`config.mk`:
```
export PLATFORM = sky130hd
export DESIGN_NAME = query_dispatch_scheduler
export DESIGN_NICKNAME = d
export VERILOG_FILES = /design/src/rtl/query_dispatch_scheduler.sv
export SDC_FILE = /design/constraint.sdc
export NUM_CORES = 1
export LEC_CHECK = 0
export BUFFER_PORTS_ARGS = -buffer_cell sky130_fd_sc_hd__buf_2
export CAP_MARGIN = 20
export CORE_AREA = 2 2 173 175
export CTS_BUF_LIST = sky130_fd_sc_hd__clkbuf_8
export DETAILED_ROUTE_END_ITERATION = 7
export DIE_AREA = 0 0 175 177
export GPL_TIMING_DRIVEN = 1
export PLACE_DENSITY = 0.59
export RECOVER_POWER = 50
export SLEW_MARGIN = 20
export SYNTH_ARGS = -nofsm -noshare
export SYNTH_HDL_FRONTEND = slang
export SYNTH_SLANG_ARGS = --single-unit
```
`constraint.sdc`:
```
create_clock -name clk -period 3.3 [get_ports clk]
set_clock_uncertainty 0.1 [all_clocks]
set_input_delay 0.33 -clock clk [delete_from_list [all_inputs] [get_ports clk]]
set_output_delay 0.33 -clock clk [all_outputs]
set_load 0.05 [all_outputs]
```
`src/rtl/query_dispatch_scheduler.sv`:
```
// rtl/query_dispatch_scheduler.sv - round-robin dispatch of queries and their blocks to idle engines
module query_dispatch_scheduler #(
    parameter int NUM_PES     = 64,
    parameter int NUM_ENGINES = 4
) (
    input  logic                     clk,
    input  logic                     rst,
    input  logic                     query_info_valid_in,
    output logic                     query_info_rdy_out,
    input  logic [24:0]              ref_length_in,
    input  logic [24:0]              ref_addr_in,
    input  logic [15:0]              num_query_blocks_in,
    input  logic [NUM_PES*2-1:0]     query_seq_block_in,
    input  logic                     query_seq_block_valid_in,
    output logic                     query_seq_block_rdy_out,
    output logic [24:0]              eng_ref_length_out,
    output logic [24:0]              eng_ref_addr_out,
    output logic [15:0]              eng_num_query_blocks_out,
    output logic [NUM_ENGINES-1:0]   eng_query_info_valid_out,
    input  logic [NUM_ENGINES-1:0]   eng_query_info_rdy_in,
    output logic [NUM_PES*2-1:0]     eng_query_seq_block_out,
    output logic [NUM_ENGINES-1:0]   eng_query_seq_block_valid_out,
    input  logic [NUM_ENGINES-1:0]   eng_query_seq_block_rdy_in,
    input  logic [NUM_ENGINES-1:0]   eng_done_in,
    output logic [NUM_ENGINES-1:0]   eng_busy_out,
    output logic [31:0]              queries_dispatched_out
);

    localparam int SEL_W = $clog2(NUM_ENGINES);

    typedef enum logic [1:0] {IDLE, ARB, SEND_INFO, SEND_BLOCKS} state_t;

    state_t                 state_q, state_d;
    logic [NUM_ENGINES-1:0] busy_q, busy_d;
    logic [NUM_ENGINES-1:0] info_valid_q, info_valid_d;
    logic [SEL_W-1:0]       rr_ptr_q, rr_ptr_d;
    logic [SEL_W-1:0]       sel_q, sel_d;
    logic [15:0]            blk_cnt_q, blk_cnt_d;
    logic [31:0]            dispatched_q, dispatched_d;
    logic [24:0]            ref_len_q, ref_len_d;
    logic [24:0]            ref_addr_q, ref_addr_d;
    logic [15:0]            num_blk_q, num_blk_d;
    logic                   init_q, init_d;

    logic                   grant_found;
    logic [SEL_W-1:0]       grant_idx;
    logic [SEL_W-1:0]       cand;

    // First idle engine at or after rr_ptr, wrapping modulo NUM_ENGINES.
    always_comb begin
        grant_found = 1'b0;
        grant_idx   = '0;
        cand        = '0;
        for (int k = 0; k < NUM_ENGINES; k++) begin
            cand = SEL_W'((int'(rr_ptr_q) + k) % NUM_ENGINES);
            if (!grant_found && !busy_q[cand]) begin
                grant_found = 1'b1;
                grant_idx   = cand;
            end
        end
    end

    assign query_info_rdy_out = init_q && (state_q == IDLE);

    always_comb begin
        state_d      = state_q;
        info_valid_d = info_valid_q;
        rr_ptr_d     = rr_ptr_q;
        sel_d        = sel_q;
        blk_cnt_d    = blk_cnt_q;
        dispatched_d = dispatched_q;
        ref_len_d    = ref_len_q;
        ref_addr_d   = ref_addr_q;
        num_blk_d    = num_blk_q;
        init_d       = 1'b1;
        // Done clears first so a same-cycle grant handshake below can override it.
        busy_d       = busy_q & ~eng_done_in;
        case (state_q)
            IDLE: begin
                if (query_info_valid_in && query_info_rdy_out) begin
                    ref_len_d  = ref_length_in;
                    ref_addr_d = ref_addr_in;
                    num_blk_d  = num_query_blocks_in;
                    state_d    = ARB;
                end
            end
            ARB: begin
                if (grant_found) begin
                    sel_d        = grant_idx;
                    rr_ptr_d     = SEL_W'((int'(grant_idx) + 1) % NUM_ENGINES);
                    info_valid_d = {{(NUM_ENGINES-1){1'b0}}, 1'b1} << grant_idx;
                    state_d      = SEND_INFO;
                end
            end
            SEND_INFO: begin
                if (eng_query_info_rdy_in[sel_q]) begin
                    busy_d[sel_q] = 1'b1;
                    blk_cnt_d     = '0;
                    info_valid_d  = '0;
                    if (num_blk_q == 16'd0) begin
                        dispatched_d = dispatched_q + 32'd1;
                        state_d      = IDLE;
                    end else begin
                        state_d = SEND_BLOCKS;
                    end
                end
            end
            SEND_BLOCKS: begin
                if (query_seq_block_valid_in && eng_query_seq_block_rdy_in[sel_q]) begin
                    blk_cnt_d = blk_cnt_q + 16'd1;
                    if (blk_cnt_q == num_blk_q - 16'd1) begin
                        dispatched_d = dispatched_q + 32'd1;
                        state_d      = IDLE;
                    end
                end
            end
            default: state_d = IDLE;
        endcase
    end

    always_ff @(posedge clk or negedge rst) begin
        if (!rst) begin
            state_q      <= IDLE;
            info_valid_q <= '0;
            busy_q       <= '0;
            rr_ptr_q     <= '0;
            sel_q        <= '0;
            blk_cnt_q    <= '0;
            dispatched_q <= '0;
            ref_len_q    <= '0;
            ref_addr_q   <= '0;
            num_blk_q    <= '0;
            init_q       <= 1'b0;
        end else begin
            state_q      <= state_d;
            info_valid_q <= info_valid_d;
            busy_q       <= busy_d;
            rr_ptr_q     <= rr_ptr_d;
            sel_q        <= sel_d;
            blk_cnt_q    <= blk_cnt_d;
            dispatched_q <= dispatched_d;
            ref_len_q    <= ref_len_d;
            ref_addr_q   <= ref_addr_d;
            num_blk_q    <= num_blk_d;
            init_q       <= init_d;
        end
    end

    // Block path is a pure pass-through to the selected engine, no added latency.
    always_comb begin
        eng_query_seq_block_valid_out = '0;
        query_seq_block_rdy_out       = 1'b0;
        if (state_q == SEND_BLOCKS) begin
            eng_query_seq_block_valid_out[sel_q] = query_seq_block_valid_in;
            query_seq_block_rdy_out              = eng_query_seq_block_rdy_in[sel_q];
        end
    end

    assign eng_query_seq_block_out  = query_seq_block_in;
    assign eng_query_info_valid_out = info_valid_q;
    assign eng_ref_length_out       = ref_len_q;
    assign eng_ref_addr_out         = ref_addr_q;
    assign eng_num_query_blocks_out = num_blk_q;
    assign eng_busy_out             = busy_q;
    assign queries_dispatched_out   = dispatched_q;

endmodule

```
## Yosys cells after proc, flatten, opt, wreduce, memory -nomap -nowiden

Cells that the tools add are included.

| operators by class | value |
|---|---|
| add/sub/neg operators | 7 |
| $lt $le $gt $ge | 6 |
| eq/ne operators | 10 |
| shift operators | 1 |
| mux-type cells | 44 |
| bitwise logic cells | 4 |
| reduce and logical (&&, ||, !) cells | 22 |

Operator list:

| operator | number |
|---|---|
| 32-bit two-way mux | 4 |
| 32-bit case mux with 2 select lines | 1 |
| 32-bit by 1-bit adder with 32-bit output (second input constant) | 1 |
| 16-bit two-way mux | 2 |
| 16-bit case mux with 2 select lines | 1 |
| 2-bit two-way mux | 10 |
| 4-bit two-way mux | 5 |
| 16-bit by 1-bit adder with 16-bit output (second input constant) | 1 |
| 16-bit == test | 1 |
| 16-bit zero test | 1 |
| 16-bit by 1-bit subtractor with 16-bit output (second input constant) | 1 |
| 2-bit by 3-bit less-than comparator with 1-bit output (second input constant) | 5 |
| 1-bit binary-select mux with 2-bit select | 6 |
| 1-bit two-way mux | 12 |
| 2-bit inequality test (second input constant) | 5 |
| 5-bit AND reduction | 2 |
| 4-bit bitwise AND | 2 |
| 2-bit case mux with 4 select lines | 1 |
| 4-bit case mux with 2 select lines | 1 |
| 1-bit logical AND | 7 |
| 3-bit AND reduction | 2 |
| 1-bit zero test | 5 |
| 2-bit by 1-bit adder with 2-bit output (second input constant) | 2 |
| 2-bit adder (second input constant) | 2 |
| other kinds (11) | 14 |

| storage, ports and cells | value |
|---|---|
| bits in registers | 129 |
| input bits | 210 |
| word-level logic and storage cells | 105 |

## Logic depth before layout (Yosys ltp)

Gate-level depths: netlist of the first run.

| depth | value |
|---|---|
| depth in word-level cells | 15 |
| depth in mapped cells | 11 |

## Worst setup path after synthesis of the first run

No wires, ideal clock.

| timing path | value |
|---|---|
| path type | register to register |
| start | register state_q[0] |
| end | register ref_len_q[19] (netlist: eng_ref_length_out[19]) |
| setup time | 0.125 ns |
| data arrival time | 3.197 ns |
| required time | 3.075 ns |
| slack | -0.122 ns |
| stages on the path, launching flop included | 8 |
| path buffers | 4 |
| clock period less this slack | 3.422 ns |
| cell sequence | dfrtp_1 > clkbuf_1 > nor3b_1 > and2_1 > clkbuf_1 > clkbuf_1 > buf_1 > mux2_2 |

| between the ends | value |
|---|---|
| longest elaborated chain between the ends | 4 |

RTL lines:

| what | line | text |
|---|---|---|
| start: declaration | 33 | `state_t state_q, state_d;` |
| start signal: assignment | 135 | `state_q <= state_d;` |
| 2-bit zero test | 63 | `assign query_info_rdy_out = init_q && (state_q == IDLE);` |
| 1-bit logical AND | 63 |  |
| via query_info_rdy_out | 9 | `output logic query_info_rdy_out,` |
| 1-bit logical AND | 80 | `if (query_info_valid_in && query_info_rdy_out) begin` |
| 2-bit AND reduction (no line) | - |  |
| end signal: assignment | 142 | `ref_len_q <= ref_len_d;` |
| end: declaration | 40 | `logic [24:0] ref_len_q, ref_len_d;` |

The timed path passes the listed nets, and every way through them passes these cells.
A chain may end at the register's enable or synchronous reset.

## Worst setup path after layout of the first run

| timing path | value |
|---|---|
| start | register num_blk_q[0] (netlist: eng_num_query_blocks_out[0]) |
| end | register dispatched_q[26] (netlist: queries_dispatched_out[26]) |

| between the ends | value |
|---|---|
| longest elaborated chain between the ends | 4 |
| elaborated cells between the ends (all ways) | 6 |
| those cells by class | add/sub: 1; eq/ne: 3; reduce/logical: 2 |

RTL lines:

| what | line | text |
|---|---|---|
| start: declaration | 42 | `logic [15:0] num_blk_q, num_blk_d;` |
| start signal: assignment | 144 | `num_blk_q <= num_blk_d;` |
| 16-bit by 1-bit subtractor with 16-bit output | 111 | `if (blk_cnt_q == num_blk_q - 16'd1) begin` |
| 16-bit == test | 111 |  |
| 2-bit inequality test (no line) | - |  |
| 5-bit AND reduction (no line) * | - |  |
| end signal: assignment | 141 | `dispatched_q <= dispatched_d;` |
| end: declaration | 39 | `logic [31:0] dispatched_q, dispatched_d;` |

Every way passes the cells marked *; elsewhere a longest branch is shown, timed or not.

==> results of run 1 <==
[metal layers]
layer | up-vias | GRT usage
met3 | 99 | 0.0369
met4 | 0 | 0.0865
met1 | 2640 | 0.139
li1 | 2509 | -
met5 | - | 0
met2 | 209 | 0.218
[critical path, cell delays in order (launching register included)]
cell     delay (ns)
dfrtp_1        0.39
inv_2          0.08
ha_4           0.16
nor3b_4        0.30
nand4_1        0.18
xnor2_1        0.20
or4_4          0.55
nor4_4         0.27
a31oi_4        0.19
buf_12         0.21
nor4_4         0.28
xor2_1         0.19
[final cells by class]
type,instances,area [µm²],share of cell area
clock inverters,15,161,0.0180
well taps,390,488,0.0543
multi-input cells,386,2920,0.325
diodes,1,2.50,0.000278
clock buffers,17,234,0.0260
repair buffers,288,1900,0.211
flip-flops and latches,129,3230,0.359
inverters,13,48.8,0.00543
[sequential cells by signal (all words and copies together) (netlist names)]
register                  cells
eng_busy_out                  4
init_q                        1
eng_num_query_blocks_out     16
rr_ptr_q                      2
queries_dispatched_out       32
eng_ref_addr_out             25
sel_q                         2
eng_query_info_valid_out      4
state_q                       2
eng_ref_length_out           25
blk_cnt_q                    16
[cell families (layout without fill, tap and decap cells)]
kind of cell,count (synthesis),in the layout,synth area share
fa+ha+maj,7,7,0.0122
mux,67,67,0.109
xor+xnor,63,63,0.0771
other cells,1,2,0.000524
compound gates,51,51,0.0470
buf+inv,166,333,0.156
simple gates,197,197,0.148
flops,129,129,0.451
[final timing paths]
kind / from / end / slack [ns] / depth (start not counted)
worst max-delay path: eng_num_query_blocks_out[0] / queries_dispatched_out[26] / 0.11 / 11
worst min-delay path: num_query_blocks_in[13] / eng_num_query_blocks_out[13] / 0.06 / 2
worst max register to register: eng_num_query_blocks_out[0] / queries_dispatched_out[26] / 0.11 / 11
worst min register to register: queries_dispatched_out[4] / queries_dispatched_out[4] / 0.39 / 1
max in group asynchronous: rst / eng_num_query_blocks_out[2] / 0.70 / 3
min in group asynchronous: rst / eng_ref_length_out[24] / 0.72 / 2
[where the power goes]
| group | leakage, µW | internal (µW) | switching, µW |
|---|---|---|---|
| Combinational | 0.00240 | 1360 | 2970 |
| Clock | 0.000194 | 679 | 701 |
| Sequential | 0.00163 | 2100 | 471 |
[cell usage in the layout, fill, tap and decap left out, drive strengths merged, types with 5 or more instances in the layout]
cell type,n
inv,16
nor3b,5
and2,5
ha,7
dfrtp,129
buf,208
nand2,46
mux2,65
a21oi,5
nor3,20
o21ai,18
dlygate4sd3,70
xor2,47
nor4,12
clkbuf,27
nand2b,7
nand3,22
nor2,46
xnor2,16
nand4,11
clkinv,7
[stage by stage]
stage               hold WS, ns  instance area [µm²]   util
global route             0.0219                 8990  0.307
global placement          0.236                 7760  0.265
floorplan               -0.0656                 7160      -
detailed placement        0.243                 7760  0.265
CTS                      0.0193                 8870  0.303
finish                   0.0592                 8990  0.307
[what timing repair did]
action | in CTS | in global routing
buffers inserted | 0 | 2
hold buffers | 70 | 0
gates cloned | 0 | 2
pin swaps | 0 | 4
hold endpoints to repair | 128 | 0
resized for setup | 3 | 15
endpoints found under the setup margin | 3 | 25
==> flow_summary.toml, run 1 <==
[route]
vias = 5457
drt-total-wl_um = 20400
wl_per_cell_um = 16.4
postRouteAntennaNets = 0
firstDrtPassIters = 5
via_per_inst = 4.40
dr_wl_met3_um = 1300
dr.first_iter.drc_count = 246
top_layer = "met4"
drc = 0
wl_met1_um = 7540
route.met2.wl_um = 10500

[worst_setup_path]
path_class = "reg -> reg"
critPathLaunchType = "register"
crit_path_end_kind = "register"
path_max_fanout = 8
arrival_ns = 3.46
worstPathRequired_ns = 3.58

[synthesis]
syn_area_um2 = 7160
syn_avg_cell_area_um2 = 10.5
synth-seq-cells = 129
synth-edff-count = 0
syn_inst = 681
synth.most_common_cell = "dfrtp_1"
ys_seq_area_frac = 0.451
synthFlopType = "dfrtp_1"
synth_area_leaders = "dfrtp_1 (45%), buf_4 (13%), mux2_2 (10%)"
ys_warn_count = 0
synth_commonest_cells = "dfrtp_1 (129), buf_4 (128), mux2_2 (64)"
synth_top_cell_by_area = "dfrtp_1"
synth.distinct_cells = 60
async_flop_share = 1.00
syn_nets = 898
yosysTopAreaCellShare = 0.451

[clock_tree]
htreeDepth = 4
clockBufferDepth = 2
clock_latency_ns = 0.46
clk_pin_slew_ns = 0.08
cts_tree = "done"
cts_root_buf = "clkbuf_8"
cts_sinks = 129
cts_buffers = 17

[placed_design]
hpwlAfterDp_um = 14200
placed_cells = 1132
port_buffers = 193
pre_cts_ws_ns = -0.0117
place_congestion = 0.845

[grt]
grt_max_degree = 63
grt_pass1_vias = 5583
grt_overflow = 0
grt_usage = 0.128
antenna_found_initial = 1
grt_pass1_wl_um = 30800

[run_status]
violations = "max-capacitance violations, max-slew violations"
outcome = "finished with violations"

[floorplanning]
start_util = 0.245
num_io_pins = 450
die_y_um = 177
std_cell_rows = 63
fp.dieArea_um2 = 31000
fp.dieW_um = 175
core-area_um2 = 29200

[sta]
slew_viol_final = 63
fin_ws_ns = 0.112
tightest_slew_ns = 1.64
rsz0062_at_grt = "true"
setup-tns-final_ns = 0
period_share = 0.966
slew_headroom = -0.0943
finalCriticalPeriod_ns = 3.19
finalSetupViolCount = 0
hold_viol = 0
fmax_mhz = 314

[pwr]
p_per_area_nw_per_um2 = 922
p_leak_uw = 0.00423
power.total_uw = 8290
vdd_drop_max_mv = 0.580

[finish]
syn2layout_area_growth_pct = 25.6
fin_nets = 1052
instances_no_fill = 1239
drive_gt1_frac = 0.397
fill_cells = 2956

[min_path]
worstHoldPathType = "in -> reg"

[flow_run]
cap_violations = 1
(Power assumes the default switching activity.)
==> run 2: changes to the inputs <==
==> constraint.sdc (replaced) <==
create_clock -name clk -period 3 [get_ports clk]
set_clock_uncertainty 0.1 [all_clocks]
set_input_delay 0.3 -clock clk [delete_from_list [all_inputs] [get_ports clk]]
set_output_delay 0.3 -clock clk [all_outputs]
set_load 0.05 [all_outputs]
==> flow_summary.toml, run 2 (synthesized netlist as in run 1, its figures left out) <==
[sta]
rsz0062_at_grt = "true"
fmax_mhz = 309
hold_viol = 0
setup-tns-final_ns = -4.10
fin_ws_ns = -0.239
finalCriticalPeriod_ns = 3.24
tightest_slew_ns = 1.37
slew_viol_final = 0
finalSetupViolCount = 32
slew_headroom = 0.0879
period_share = 1.08

[route]
dr.first_iter.drc_count = 200
wl_per_cell_um = 16.5
drc = 0
postRouteAntennaNets = 0
via_per_inst = 4.40
vias = 5617
firstDrtPassIters = 4
drt-total-wl_um = 21100

[finish]
fill_cells = 2947
drive_gt1_frac = 0.456
layout_commonest_cell = "buf_2"
final_cell_mix = "buf_2 (192), dfrtp_1 (120), dlygate4sd3_1 (71), mux2_2 (64), buf_4 (56)"
syn2layout_area_growth_pct = 33.2
final_area_um2 = 9540
antenna_cells = 0
fin_nets = 1093
largest_register_ffs = 32

[clock_tree]
clockBufferDepth = 2
cts_sinks = 129
cts_root_buf = "clkbuf_8"
clock_latency_ns = 0.45
clk_pin_slew_ns = 0.08
htreeDepth = 4
cts_buffers = 17
cts_tree = "done"

[placed_design]
hpwlAfterDp_um = 15100
port_buffers = 193
dpl_cell_area_um2 = 8080
place_congestion = 0.783

[floorplanning]
num_io_pins = 450
fp.dieW_um = 175
std_cell_rows = 63
fp.dieArea_um2 = 31000
start_util = 0.245
die_y_um = 177
core-area_um2 = 29200

[run_status]
violations = "negative setup slack"
outcome = "finished with violations"

[flow_run]
cap_violations = 0

[pwr]
p_leak_uw = 0.00468
p_per_area_nw_per_um2 = 998
vdd_drop_max_mv = 0.688

[worst_setup_path]
crit_path_end_kind = "register"
path_max_fanout = 8
path_delay_family = "simple AND/OR/NAND/NOR gates"
critical_path.max_stage_delay_ns = 0.49
cp_slowest_cell = "or4b_4"
critPathLaunchType = "register"
critPathBufInv = 2
path_class = "reg -> reg"
arrival_ns = 3.51
worstPathCellList = "inv_2 -> ha_4 -> or3b_4 -> xnor2_1 -> or4b_4 -> a21o_1 -> nor4_4 -> a31oi_4 -> buf_4 -> nor4b_2 -> xor2_1"
worstPathRequired_ns = 3.27

[grt]
grt_pass1_wl_um = 32100
grt_pass1_vias = 5868
antenna_found_initial = 0
grt_usage = 0.133
grt_overflow = 0
grt_max_degree = 57

[min_path]
worstHoldPathType = "in -> reg"
[run 2: cell types whose count changed in the layout (fill, tap and decap cells not counted), sizes merged]
cell,previous run,this run
buf,208,255
clkbuf,27,21
clkinv,7,5
clkinvlp,3,4
diode,1,0
dlygate4sd3,70,71
inv,16,15
[run 2: what timing repair did]
item	CTS	global route
setup buffers	4	5
resized for setup	10	38
cloned	1	1
hold endpoints to repair	124	0
pin swaps	7	36
setup endpoints to repair	32	32
hold buffers	71	0
[run 2: final timing paths]
kind,start,endpoint,slack (ns),cells past startpoint
min in group asynchronous,rst,eng_ref_length_out[19],0.60,2
max in group asynchronous,rst,queries_dispatched_out[19],0.67,3
worst min register to register,queries_dispatched_out[31],queries_dispatched_out[31],0.37,1
worst max-delay path,eng_num_query_blocks_out[0],queries_dispatched_out[13],-0.24,11
worst min-delay path,eng_query_info_rdy_in[2],state_q[0],0.32,4
worst max register to register,eng_num_query_blocks_out[0],queries_dispatched_out[13],-0.24,11
[run 2: worst reg2reg max path, cell delays in order, from the launching register on]
cell and delay [ns]:
dfrtp_2 0.43, inv_2 0.08, ha_4 0.15, or3b_4 0.39, xnor2_1 0.13, or4b_4 0.49, a21o_1 0.20, nor4_4 0.28
a31oi_4 0.25, buf_4 0.23, nor4b_2 0.28, xor2_1 0.17
[run 2: power breakdown]
group          internal [µW]  switching, µW  leakage (µW)  total, µW
clock network            754            758      0.000188       1510
registers               2330            458       0.00163       2780
logic                   1770           3450       0.00287       5220
total                   4850           4660       0.00468       9510
[run 2: layout make-up]
class                           count  area (µm²)  area share
Multi-Input combinational cell    386        3130       0.328
Inverter                           13        48.8     0.00512
Sequential cell                   129        3240       0.340
Clock buffer                       18         248      0.0260
Clock inverter                     13         139      0.0146
Timing Repair Buffer              329        2240       0.235
Tap cell                          390         488      0.0512
[run 2: per-layer routing]
layer  vias to the layer above  routed length [µm]  global-route usage
met5                         -                   0                   0
met4                         0                 821              0.0774
met3                        73                1380              0.0408
met2                       213               10300               0.220
met1                      2738                8570               0.153
li1                       2593                   -                   -
[run 2: per-stage QoR]
step / hold slack (ns) / utilization / worst slack (ns) / total power [µW] / std cells
final: 0.315 / 0.326 / -0.239 / 9510 / 1278
after CTS: 0.263 / 0.317 / -0.205 / 9450 / 1272
after detailed placement: 0.199 / 0.276 / -0.273 / 7740 / 1165
after global placement: 0.200 / 0.276 / -0.182 / 7680 / 1165
after floorplan: -0.0956 / - / -0.0175 / 6650 / 681
after global routing: 0.315 / 0.326 / -0.356 / 10000 / 1278
==> run 3: changes to the inputs <==
--- a/config.mk
+++ b/config.mk
@@ -6,12 +6,12 @@
 export NUM_CORES = 1
 export LEC_CHECK = 0
 export BUFFER_PORTS_ARGS = -buffer_cell sky130_fd_sc_hd__buf_2
-export CAP_MARGIN = 20
+export CAP_MARGIN = 40
 export CORE_AREA = 2 2 173 175
 export CTS_BUF_LIST = sky130_fd_sc_hd__clkbuf_8
 export DETAILED_ROUTE_END_ITERATION = 7
 export DIE_AREA = 0 0 175 177
-export GPL_TIMING_DRIVEN = 1
+export GPL_TIMING_DRIVEN = 0
 export PLACE_DENSITY = 0.59
 export RECOVER_POWER = 50
 export SLEW_MARGIN = 20
==> flow_summary.toml, run 3 (synthesized netlist as in run 1, its figures left out) <==
[grt]
grt_max_degree = 93
grt_usage = 0.141
antenna_found_initial = 0
grt_pass1_wl_um = 33900
grt_pass1_vias = 6260
grt_overflow = 0

[run_status]
violations = "max-capacitance violations, max-slew violations, negative setup slack"
outcome = "finished with violations"

[min_path]
worstHoldPathType = "in -> reg"

[sta]
setup-tns-final_ns = -6.42
fmax_mhz = 305
period_share = 1.09
finalSetupViolCount = 32
hold_viol = 0
finalCriticalPeriod_ns = 3.28
tightest_slew_ns = 1.80
rsz0062_at_grt = "true"
slew_viol_final = 39
slew_headroom = -0.198
fin_ws_ns = -0.279
whs_ns = 0.322

[floorplanning]
std_cell_rows = 63
die_y_um = 177
fp.dieArea_um2 = 31000
num_io_pins = 450
core-area_um2 = 29200
fp.dieW_um = 175
start_util = 0.245

[finish]
syn2layout_area_growth_pct = 50.3
multi_input_area_um2 = 3170
largest_register_ffs = 32
final_area_um2 = 10800
fin_nets = 1327
drive_gt1_frac = 0.445
layout_commonest_cell = "buf_2"
seq_area_um2 = 3240
final_cell_mix = "buf_2 (195), buf_4 (143), clkbuf_1 (142), dfrtp_1 (120), dlygate4sd3_1 (71)"
fill_cells = 2940
antenna_cells = 0

[route]
postRouteAntennaNets = 0
firstDrtPassIters = 5
drt-total-wl_um = 22500
dr.first_iter.drc_count = 217
drc = 0
wl_per_cell_um = 14.8
via_per_inst = 4.23
vias = 6393

[clock_tree]
cts_sinks = 129
htreeDepth = 4
clockBufferDepth = 2
cts_root_buf = "clkbuf_8"
clk_pin_slew_ns = 0.08
cts_buffers = 17
clock_latency_ns = 0.46
cts_tree = "done"

[placed_design]
dpl_cell_area_um2 = 9360
port_buffers = 321
place_congestion = 0.803
hpwlAfterDp_um = 16300
pre_cts_ws_ns = -0.350

[worst_setup_path]
critical_path.max_stage_delay_ns = 0.53
worstPathCellList = "inv_2 -> ha_4 -> nor3b_4 -> nand4_1 -> xnor2_2 -> or4_4 -> nor4_4 -> a31oi_4 -> buf_4 -> nor4b_2 -> xor2_1"
crit_path_end_kind = "register"
worstPathRequired_ns = 3.29
path_max_fanout = 8
path_class = "reg -> reg"
arrival_ns = 3.56
cp_slowest_cell = "or4_4"
critPathLaunchType = "register"

[pwr]
vdd_drop_max_mv = 0.757
p_leak_uw = 0.00530
p_per_area_nw_per_um2 = 915

[flow_run]
cap_violations = 1
[run 3: area by class of cell]
type,instances,area share
Buffer,153,0.101
Clock buffer,17,0.0217
Clock inverter,15,0.0157
Inverter,13,0.00453
Multi-Input combinational cell,386,0.294
Sequential cell,129,0.301
Tap cell,390,0.0453
Timing Repair Buffer,410,0.216
[run 3: path summary, 6_finish.rpt]
| path | from | to | slack, ns | depth (start not counted) |
|---|---|---|---|---|
| worst min-delay path | eng_query_info_rdy_in[2] | state_q[0] | 0.32 | 4 |
| min in group asynchronous | rst | eng_num_query_blocks_out[7] | 0.85 | 2 |
| worst max-delay path | eng_num_query_blocks_out[0] | queries_dispatched_out[12] | -0.28 | 11 |
| worst min register to register | queries_dispatched_out[31] | queries_dispatched_out[31] | 0.37 | 1 |
| worst max register to register | eng_num_query_blocks_out[0] | queries_dispatched_out[12] | -0.28 | 11 |
| max in group asynchronous | rst | eng_ref_addr_out[1] | 0.24 | 3 |
[run 3: per-stage QoR]
step,power [µW],util,cells
2_1_floorplan,6650,-,681
6_report,9840,0.368,1513
3_5_place_dp,7940,0.320,1394
5_1_grt,10400,0.368,1513
4_1_cts,9850,0.370,1511
3_3_place_gp,7860,0.319,1392
[run 3: report_power, final]
group	total (µW)	internal, µW	switching [µW]
sequential	2880	2320	558
combinational	5380	1670	3710
clock	1580	818	763
[run 3: worst max-delay path, delay by kind of cell, from the launching register on]
kind / cells / cell delay [ns]
and+or+nand+nor: 5 / 1.57
adders and majority gates: 1 / 0.14
xor gates and xnor gates: 2 / 0.39
DFF: 1 / 0.45
buffers and inverters: 2 / 0.30
AOI/OAI and AO/OA: 1 / 0.24
[run 3: timing repair]
item,4_1_cts,5_1_grt
hold buffers,71,0
setup endpoints to repair,40,33
gates resized for setup,42,24
cloned,3,0
pin swaps,20,23
buffers inserted,11,2
hold endpoints to repair,107,0
[run 3: metal layers]
layer / up-vias / global-route usage / wire length (µm) / share of wire
met4: 0 / 0.0438 / 309 / 0.014
li1: 3067 / - / - / -
met5: - / 0 / 0 / 0
met2: 269 / 0.250 / 11700 / 0.52
met3: 21 / 0.0410 / 1560 / 0.069
met1: 3036 / 0.164 / 8930 / 0.40
